### src/rtl/instr_sequencer_if.sv
// Instruction-fetch bus between the sequencer (master) and instruction memory (slave).
interface instr_sequencer_if #(
  parameter int unsigned PC_WIDTH = 8
);
  logic                mem_req;
  logic                mem_ack;
  logic [PC_WIDTH-1:0] pc;

  modport master (output mem_req, output pc, input mem_ack);
  modport slave  (input mem_req, input pc, output mem_ack);
endinterface

### src/rtl/instr_sequencer.sv
// Multi-cycle fetch/decode/execute/writeback sequencer with req/ack instruction fetch.
// Optional single-step PAUSE state when STEP_MODE_EN is defined.
module instr_sequencer #(
  parameter int unsigned PC_WIDTH     = 8,
  parameter int unsigned WIDTH_OPCODE = 10,
  parameter int unsigned ALU_OP_WIDTH = 5,
  parameter int unsigned START_ADDR   = 0
) (
  input  logic                    clk,
  input  logic                    reset,
  instr_sequencer_if.master       fetch,
  input  logic [WIDTH_OPCODE-1:0] opcode,
  output logic                    control_instruction,
  output logic                    imm_select,
  output logic                    write_enable,
  output logic [ALU_OP_WIDTH-1:0] aluOP,
`ifdef STEP_MODE_EN
  output logic                    halted,
  input  logic                    step
`else
  output logic                    halted
`endif
);

  typedef enum logic [2:0] {
    S_FETCH,
    S_DECODE,
    S_EXECUTE,
    S_WRITEBACK,
    S_HALT
`ifdef STEP_MODE_EN
    , S_PAUSE
`endif
  } state_t;

  typedef enum logic [1:0] {
    CLS_ALU  = 2'b00,
    CLS_LDI  = 2'b01,
    CLS_NOP  = 2'b10,
    CLS_HALT = 2'b11
  } class_t;

  localparam logic [PC_WIDTH-1:0] START_PC = PC_WIDTH'(START_ADDR);
`ifdef STEP_MODE_EN
  localparam state_t AFTER_INSTR = S_PAUSE;
`else
  localparam state_t AFTER_INSTR = S_FETCH;
`endif

  state_t                  state, state_next;
  class_t                  cls_q;
  logic [ALU_OP_WIDTH-1:0] op_q;
  logic [ALU_OP_WIDTH-1:0] alu_q, alu_next;
  logic                    imm_q, imm_next;
  logic [PC_WIDTH-1:0]     pc_q, pc_next;
  logic                    req_c, ci_c, we_c, halt_c;
  logic                    unused_opcode_bits;

  assign unused_opcode_bits = ^opcode;

  always_ff @(posedge clk) begin
    if (!reset) begin
      state <= S_FETCH;
      pc_q  <= START_PC;
      cls_q <= CLS_ALU;
      op_q  <= '0;
      alu_q <= '0;
      imm_q <= 1'b1;
    end else begin
      state <= state_next;
      pc_q  <= pc_next;
      alu_q <= alu_next;
      imm_q <= imm_next;
      if (state == S_DECODE) begin
        cls_q <= class_t'(opcode[WIDTH_OPCODE-1:WIDTH_OPCODE-2]);
        op_q  <= opcode[ALU_OP_WIDTH-1:0];
      end
    end
  end

  always_comb begin
    state_next = state;
    pc_next    = pc_q;
    alu_next   = alu_q;
    imm_next   = imm_q;
    req_c      = 1'b0;
    ci_c       = 1'b0;
    we_c       = 1'b0;
    halt_c     = 1'b0;
    case (state)
      S_FETCH: begin
        req_c = 1'b1;
        if (fetch.mem_ack) begin
          ci_c       = 1'b1;
          state_next = S_DECODE;
        end
      end
      S_DECODE: state_next = S_EXECUTE;
      S_EXECUTE: begin
        case (cls_q)
          CLS_ALU: begin
            alu_next   = op_q;
            imm_next   = 1'b1;
            state_next = S_WRITEBACK;
          end
          CLS_LDI: begin
            imm_next   = 1'b0;
            state_next = S_WRITEBACK;
          end
          CLS_NOP: begin
            pc_next    = pc_q + 1'b1;
            state_next = AFTER_INSTR;
          end
          default: state_next = S_HALT;
        endcase
      end
      S_WRITEBACK: begin
        we_c       = 1'b1;
        pc_next    = pc_q + 1'b1;
        state_next = AFTER_INSTR;
      end
      S_HALT: halt_c = 1'b1;
`ifdef STEP_MODE_EN
      S_PAUSE: if (step) state_next = S_FETCH;
`endif
      default: state_next = S_FETCH;
    endcase
  end

  // aluOP/imm_select show the new value already in EXECUTE and the register holds it afterwards;
  // while reset is low every output is forced to its reset value.
  assign fetch.mem_req       = reset & req_c;
  assign fetch.pc            = reset ? pc_q : START_PC;
  assign control_instruction = reset & ci_c;
  assign write_enable        = reset & we_c;
  assign halted              = reset & halt_c;
  assign aluOP               = reset ? alu_next : '0;
  assign imm_select          = reset ? imm_next : 1'b1;

endmodule

### src/flat_wrapper.sv
// flat-port wrapper written by rule: the top's interface ports become plain ports
module instr_sequencer_flat 
#(
  parameter int unsigned PC_WIDTH     = 8,
  parameter int unsigned WIDTH_OPCODE = 10,
  parameter int unsigned ALU_OP_WIDTH = 5,
  parameter int unsigned START_ADDR   = 0
)
  (clk, reset, opcode, control_instruction, imm_select, write_enable, aluOP, halted, fetch_mem_req, fetch_pc, fetch_mem_ack);
  instr_sequencer_if #(.PC_WIDTH(PC_WIDTH)) fetch_i ();
  input  logic clk;
  input  logic reset;
  input  logic [WIDTH_OPCODE-1:0] opcode;
  output logic control_instruction;
  output logic imm_select;
  output logic write_enable;
  output logic [ALU_OP_WIDTH-1:0] aluOP;
  output logic halted;
  output wire logic [$bits(fetch_i.mem_req)-1:0] fetch_mem_req;
  output wire logic [$bits(fetch_i.pc)-1:0] fetch_pc;
  input wire logic [$bits(fetch_i.mem_ack)-1:0] fetch_mem_ack;
  assign fetch_mem_req = fetch_i.mem_req;
  assign fetch_pc = fetch_i.pc;
  assign fetch_i.mem_ack = fetch_mem_ack;
  instr_sequencer #(.PC_WIDTH(PC_WIDTH), .WIDTH_OPCODE(WIDTH_OPCODE), .ALU_OP_WIDTH(ALU_OP_WIDTH), .START_ADDR(START_ADDR)) u_core (.clk(clk), .reset(reset), .fetch(fetch_i), .opcode(opcode), .control_instruction(control_instruction), .imm_select(imm_select), .write_enable(write_enable), .aluOP(aluOP), .halted(halted));
endmodule
### config.mk
export PLATFORM = sky130hd
export DESIGN_NAME = instr_sequencer_flat
export DESIGN_NICKNAME = d
export VERILOG_FILES = /design/src/rtl/instr_sequencer_if.sv /design/src/rtl/instr_sequencer.sv /design/src/flat_wrapper.sv
export SDC_FILE = /design/constraint.sdc
export NUM_CORES = 1
export LEC_CHECK = 0
export CORE_ASPECT_RATIO = 1.4
export CORE_MARGIN = 3
export CORE_UTILIZATION = 50
export CTS_BUF_LIST = sky130_fd_sc_hd__clkbuf_4 sky130_fd_sc_hd__clkbuf_8 sky130_fd_sc_hd__clkbuf_16
export CTS_CLUSTER_DIAMETER = 200
export DETAILED_ROUTE_END_ITERATION = 8
export PLACE_DENSITY = 0.82
export SKIP_CTS_REPAIR_TIMING = 1
export SYNTH_ARGS = -nofsm -noshare
export SYNTH_HDL_FRONTEND = slang
export SYNTH_SLANG_ARGS = --single-unit
### constraint.sdc
create_clock -name clk -period 3.55 [get_ports clk]
set_input_delay 0.71 -clock clk [delete_from_list [all_inputs] [get_ports clk]]
set_output_delay 0.71 -clock clk [all_outputs]
set_load 0.02 [all_outputs]
* After elaboration in Yosys (flattened, before gate mapping)
Cells that the tools add are included.
** Word-level totals
- Logic and storage cells :: 43
- Bits in registers :: 24
** Cells by class
- Add/sub/neg operators :: 1
- Equality and inequality tests :: 8
- Reductions and logical operators :: 6
- Mux-type cells :: 17
- Bitwise operators :: 5
** Operator list (count)
- $mux 8 :: 2
- $pmux 8 s2 :: 1
- $mux 5 :: 3
- $pmux 3 s4 :: 1
- $add 8x1->8 const B :: 1
- $mux 1 :: 7
- $eq 3x2->1 const B :: 2
- $pmux 3 s2 :: 1
- $and 1x1->1 :: 4
- $reduce_and 2->1 :: 2
- $eq 3x1->1 const B :: 1
- $eq 3x3->1 const B :: 1
- $logic_not 3->1 :: 1
- $mux 3 :: 1
- $eq 2x1->1 const B :: 1
- $eq 2x2->1 const B :: 1
- $logic_not 2->1 :: 1
- $ne 2x1->1 const B :: 1
- $ne 2x2->1 const B :: 1
- $pmux 1 s2 :: 1
- $reduce_bool 2->1 :: 1
- $reduce_or 2->1 :: 1
- $not 1->1 :: 1

* Logic depth before layout (Yosys ltp)
- Depth in word-level cells :: 4
- Depth in mapped cells :: 6
- Gate-level depth less buffers :: 5

* Worst setup path before layout
OpenSTA, ideal clock, no wires.
- Path kind :: input port to output port
- From :: input reset
- To :: output control_instruction
- Path buffers :: 0
- Stages :: 3
- Slack :: 1.235 ns
- Arrival :: 1.605 ns
- Cell sequence :: nand2b_1 > nor3_1 > and2_1
** On the way
- Cells in the longest elaborated chain, start to end :: 1
** RTL lines
- start, declared :: line flat_wrapper.sv:12 : input logic reset;
- $and 1x1->1 :: line instr_sequencer.sv:134 : assign control_instruction = reset & ci_c;
- end, declared :: line flat_wrapper.sv:14 : output logic control_instruction;
No other way between the ends.

* Final worst setup path
- From :: input reset
- To :: output aluOP[2]
** On the way
- Cells in the longest elaborated chain, start to end :: 1
** RTL lines
- $mux 5 :: line instr_sequencer.sv:137 : assign aluOP = reset ? alu_next : '0;
- end, declared :: line flat_wrapper.sv:17 : output logic [ALU_OP_WIDTH-1:0] aluOP;
No other way between the ends.

==> Flow_metrics.wiki <==
{| class="wikitable"
! Metric !! Value
|-
| Run status || complete, no violations
|-
| WS Path Type || in -> out
|-
| Count of final max-slew check failures || 0
|-
| Hold-critical path endpoint || u_core.alu_q[3]
|-
| Standby leakage power || 0.529 nW
|-
| Highest achievable clock rate || 0.318 GHz
|-
| Area growth from synthesis to layout || 27.2%
|-
| Worst hold path stage count || 2
|-
| Initial antenna violation count || 0
|-
| Worst flop-to-flop path startpoint || u_core.state[0]
|-
| Post-layout power || 0.511 mW
|-
| Total Nets Final || 165
|-
| Commonest non-fill, non-tap cell in the layout || sky130_fd_sc_hd__clkdlybuf4s50_1
|-
| Synthesized area || 0.00115 mm^2
|-
| Fillcell total || 173
|-
| Data arrival at the endpoint of the critical path || 2430 ps
|-
| Fraction of final layout cells with drive strength greater than 1 || 0.0867
|-
| Crit path capture type || output port
|-
| Worst-case register-to-register setup slack || 2170 ps
|-
| Proportion of synthesized chip area in sequential cells || 0.419
|-
| Via count || 925
|-
| Core outline area || 0.00207 mm^2
|-
| Most used cells in the layout excluding fill and tap cells || sky130_fd_sc_hd__clkdlybuf4s50_1, sky130_fd_sc_hd__dfxtp_1, sky130_fd_sc_hd__and2_1, sky130_fd_sc_hd__nand2_1, sky130_fd_sc_hd__nand2b_1
|-
| Part of the cycle the worst path needs || 0.886
|-
| Buffer cell driving the clock tree root || sky130_fd_sc_hd__clkbuf_4
|-
| H-Tree Level Count || 1
|-
| Crit path max fanout || 17
|-
| Rel. slew slack || 0.628
|-
| Die Width || 46.5 um
|-
| DR DRC count || 0
|-
| Pin slew with the least headroom to its limit || 558 ps
|-
| Number of buffers created by CTS || 3
|-
| Number of storage elements in the synthesis netlist || 24
|-
| Total I/O pin count || 31
|-
| Total of max-cap violations || 0
|-
| Unrepaired setup endpoints after global routing || false
|-
| Cells after synthesis || 123
|-
| Antenna cell count || 0
|-
| Total of endpoints with negative setup slack in the final report || 0
|-
| Wire length of the first global-routing pass || 3.77 mm
|-
| Total nets after synthesis || 137
|-
| Initial standard-cell utilization of the core || 0.555
|-
| Pin count of the biggest net entering global routing || 18
|-
| Via count of the first global-routing pass || 903
|-
| Final hold violations || 0
|-
| Iter 0 DRT Violations || 6
|-
| Average detailed-routed wire length per instance || 12.4 um
|-
| Number of nets still failing antenna checks after routing || 0
|-
| # clock sinks || 24
|-
| Die Height || 62.7 um
|-
| Clock skew after layout || 1.60 ps
|-
| End of the worst register-to-register path || u_core.cls_q[1]
|-
| Yosys Warn Count || 0
|-
| Path depth of the worst reg2reg path || 4
|-
| Hpwl dp || 1.63 mm
|-
| Die Outline Area || 0.00291 mm^2
|-
| GR Util All Layers || 0.164
|-
| Required time at the endpoint of the critical path || 2840 ps
|-
| Clock transition at path regs || 130 ps
|-
| First-pass detailed-route iteration total || 3
|-
| Hold Startpoint || u_core.alu_q[3]
|-
| Startpoint class of the critical path || input port
|-
| CTS tree || done
|-
| Hold Path Class || reg -> reg
|-
| Port Buffers || 27
|-
| Total overflow reported by the global router || 0
|-
| RePlAce Congestion || 0.771
|-
| Vias/cell || 5.41
|-
| Post-detailed-placement cell area || 0.00142 mm^2
|-
| Max rail drop VDD || 295 uV
|-
| Power density normalized to cell area || 350 mW/mm^2
|-
| Non-Filler Cell Area, Final || 0.00146 mm^2
|-
| Worst-Skew Late Latency || 300 ps
|-
| Netlist cell types || 32
|-
| Per-instance average area after synthesis || 9.33 um^2
|-
| Setup Total Neg Slack || 0 ps
|-
| Post-layout minimum cycle time || 3140 ps
|-
| Maximum buffer depth of the clock tree || 2
|-
| Wirelength, routed || 2.13 mm
|-
| Floorplan row count || 19
|}
## how the worst max path moves through the flow
stage	start	endpoint	slack (ps)	depth (start not counted)
after global placement	reset	aluOP[4]	470	5
after CTS	reset	aluOP[2]	390	5
after floorplan	reset	control_instruction	1230	3
final	reset	aluOP[2]	410	5
after global routing	reset	aluOP[4]	280	5
after detailed placement	reset	aluOP[2]	410	5
## power by group
| part | total (mW) | leakage [nW] | switching [mW] | internal [mW] |
|---|---|---|---|---|
| combinational | 0.0775 | 0.313 | 0.0364 | 0.0411 |
| clock | 0.141 | 0.0210 | 0.0787 | 0.0625 |
| sequential | 0.293 | 0.195 | 0.0130 | 0.280 |
## metal layers
metal | up-vias | global-route usage | share of wire
met5 | - | 0 | 0
li1 | 477 | - | -
met2 | 19 | 0.278 | 0.51
met3 | 2 | 0.0173 | 0.040
met1 | 427 | 0.202 | 0.44
met4 | 0 | 0.0641 | 0.0080
## state kept, by name, indices dropped and copies added, names as in the netlist
signal / count
u_core.pc_q: 8
u_core.alu_q: 5
u_core.op_q: 5
u_core.state: 3
u_core.cls_q: 2
u_core.imm_q: 1
## area by class of cell
| type | instances | area (um^2) | share of cell area |
|---|---|---|---|
| repair buffers | 30 | 293 | 0.201 |
| flip-flops and latches | 24 | 480 | 0.329 |
| well taps | 21 | 26.3 | 0.0180 |
| multi-input cells | 92 | 623 | 0.427 |
| clock buffers | 4 | 36.3 | 0.0249 |
## cells by family (layout without fill, tap and decap cells)
family | Yosys count | count (layout) | share of synthesized area
mux | 8 | 8 | 0.0698
buf+inv | 7 | 34 | 0.0382
simple gates | 60 | 60 | 0.334
fa+ha+maj | 1 | 1 | 0.0109
compound gates | 21 | 21 | 0.113
xor+xnor | 2 | 2 | 0.0153
flops | 24 | 24 | 0.419
## critical path: stages
cell and delay [ps]:
sky130_fd_sc_hd__clkdlybuf4s50_1 550, sky130_fd_sc_hd__buf_4 220, sky130_fd_sc_hd__nand2_1 60, sky130_fd_sc_hd__o21ai_0 230
sky130_fd_sc_hd__clkdlybuf4s50_1 660
## Yosys cell counts
| cell type | instances | area share |
|---|---|---|
| sky130_fd_sc_hd__dfxtp_1 | 24 | 0.42 |
| sky130_fd_sc_hd__and2_1 | 11 | 0.060 |
| sky130_fd_sc_hd__nand2_1 | 11 | 0.036 |
| sky130_fd_sc_hd__nand2b_1 | 10 | 0.055 |
| sky130_fd_sc_hd__nor2b_1 | 9 | 0.049 |
| sky130_fd_sc_hd__mux2i_1 | 8 | 0.070 |
| sky130_fd_sc_hd__o21ai_0 | 8 | 0.035 |
| sky130_fd_sc_hd__nand3_1 | 5 | 0.022 |
| sky130_fd_sc_hd__buf_4 | 4 | 0.026 |
| sky130_fd_sc_hd__o211ai_1 | 3 | 0.020 |
| sky130_fd_sc_hd__o21ai_1 | 3 | 0.013 |
| sky130_fd_sc_hd__a21oi_1 | 2 | 0.0087 |
| sky130_fd_sc_hd__buf_2 | 2 | 0.0087 |
| sky130_fd_sc_hd__nor2_1 | 2 | 0.0065 |
| sky130_fd_sc_hd__o2111ai_1 | 2 | 0.015 |
| sky130_fd_sc_hd__o21ai_2 | 2 | 0.015 |
| sky130_fd_sc_hd__xnor2_1 | 2 | 0.015 |
| sky130_fd_sc_hd__a211oi_1 | 1 | 0.0065 |
| sky130_fd_sc_hd__and3_1 | 1 | 0.0055 |
| sky130_fd_sc_hd__and3b_1 | 1 | 0.0076 |
| sky130_fd_sc_hd__and4_1 | 1 | 0.0076 |
| sky130_fd_sc_hd__and4b_1 | 1 | 0.0087 |
| sky130_fd_sc_hd__clkbuf_1 | 1 | 0.0033 |
| sky130_fd_sc_hd__ha_1 | 1 | 0.011 |
| sky130_fd_sc_hd__nand2b_4 | 1 | 0.012 |
| sky130_fd_sc_hd__nand3b_1 | 1 | 0.0065 |
| sky130_fd_sc_hd__nand4b_1 | 1 | 0.0076 |
| sky130_fd_sc_hd__nor2_8 | 1 | 0.017 |
| sky130_fd_sc_hd__nor2b_4 | 1 | 0.012 |
| sky130_fd_sc_hd__nor3_1 | 1 | 0.0044 |
| sky130_fd_sc_hd__nor4_2 | 1 | 0.011 |
| sky130_fd_sc_hd__or2_1 | 1 | 0.0055 |
## through the flow
| step | util | setup WS (ps) | hold WS, ps | cells |
|---|---|---|---|---|
| after floorplan | - | 1230 | 474 | 123 |
| after global placement | 0.688 | 467 | 472 | 167 |
| after detailed placement | 0.688 | 405 | 479 | 167 |
| after CTS | 0.705 | 393 | 498 | 171 |
| after global routing | 0.705 | 278 | 525 | 171 |
| final | 0.705 | 406 | 498 | 171 |
No activity file was read; power rests on OpenSTA's default activity.
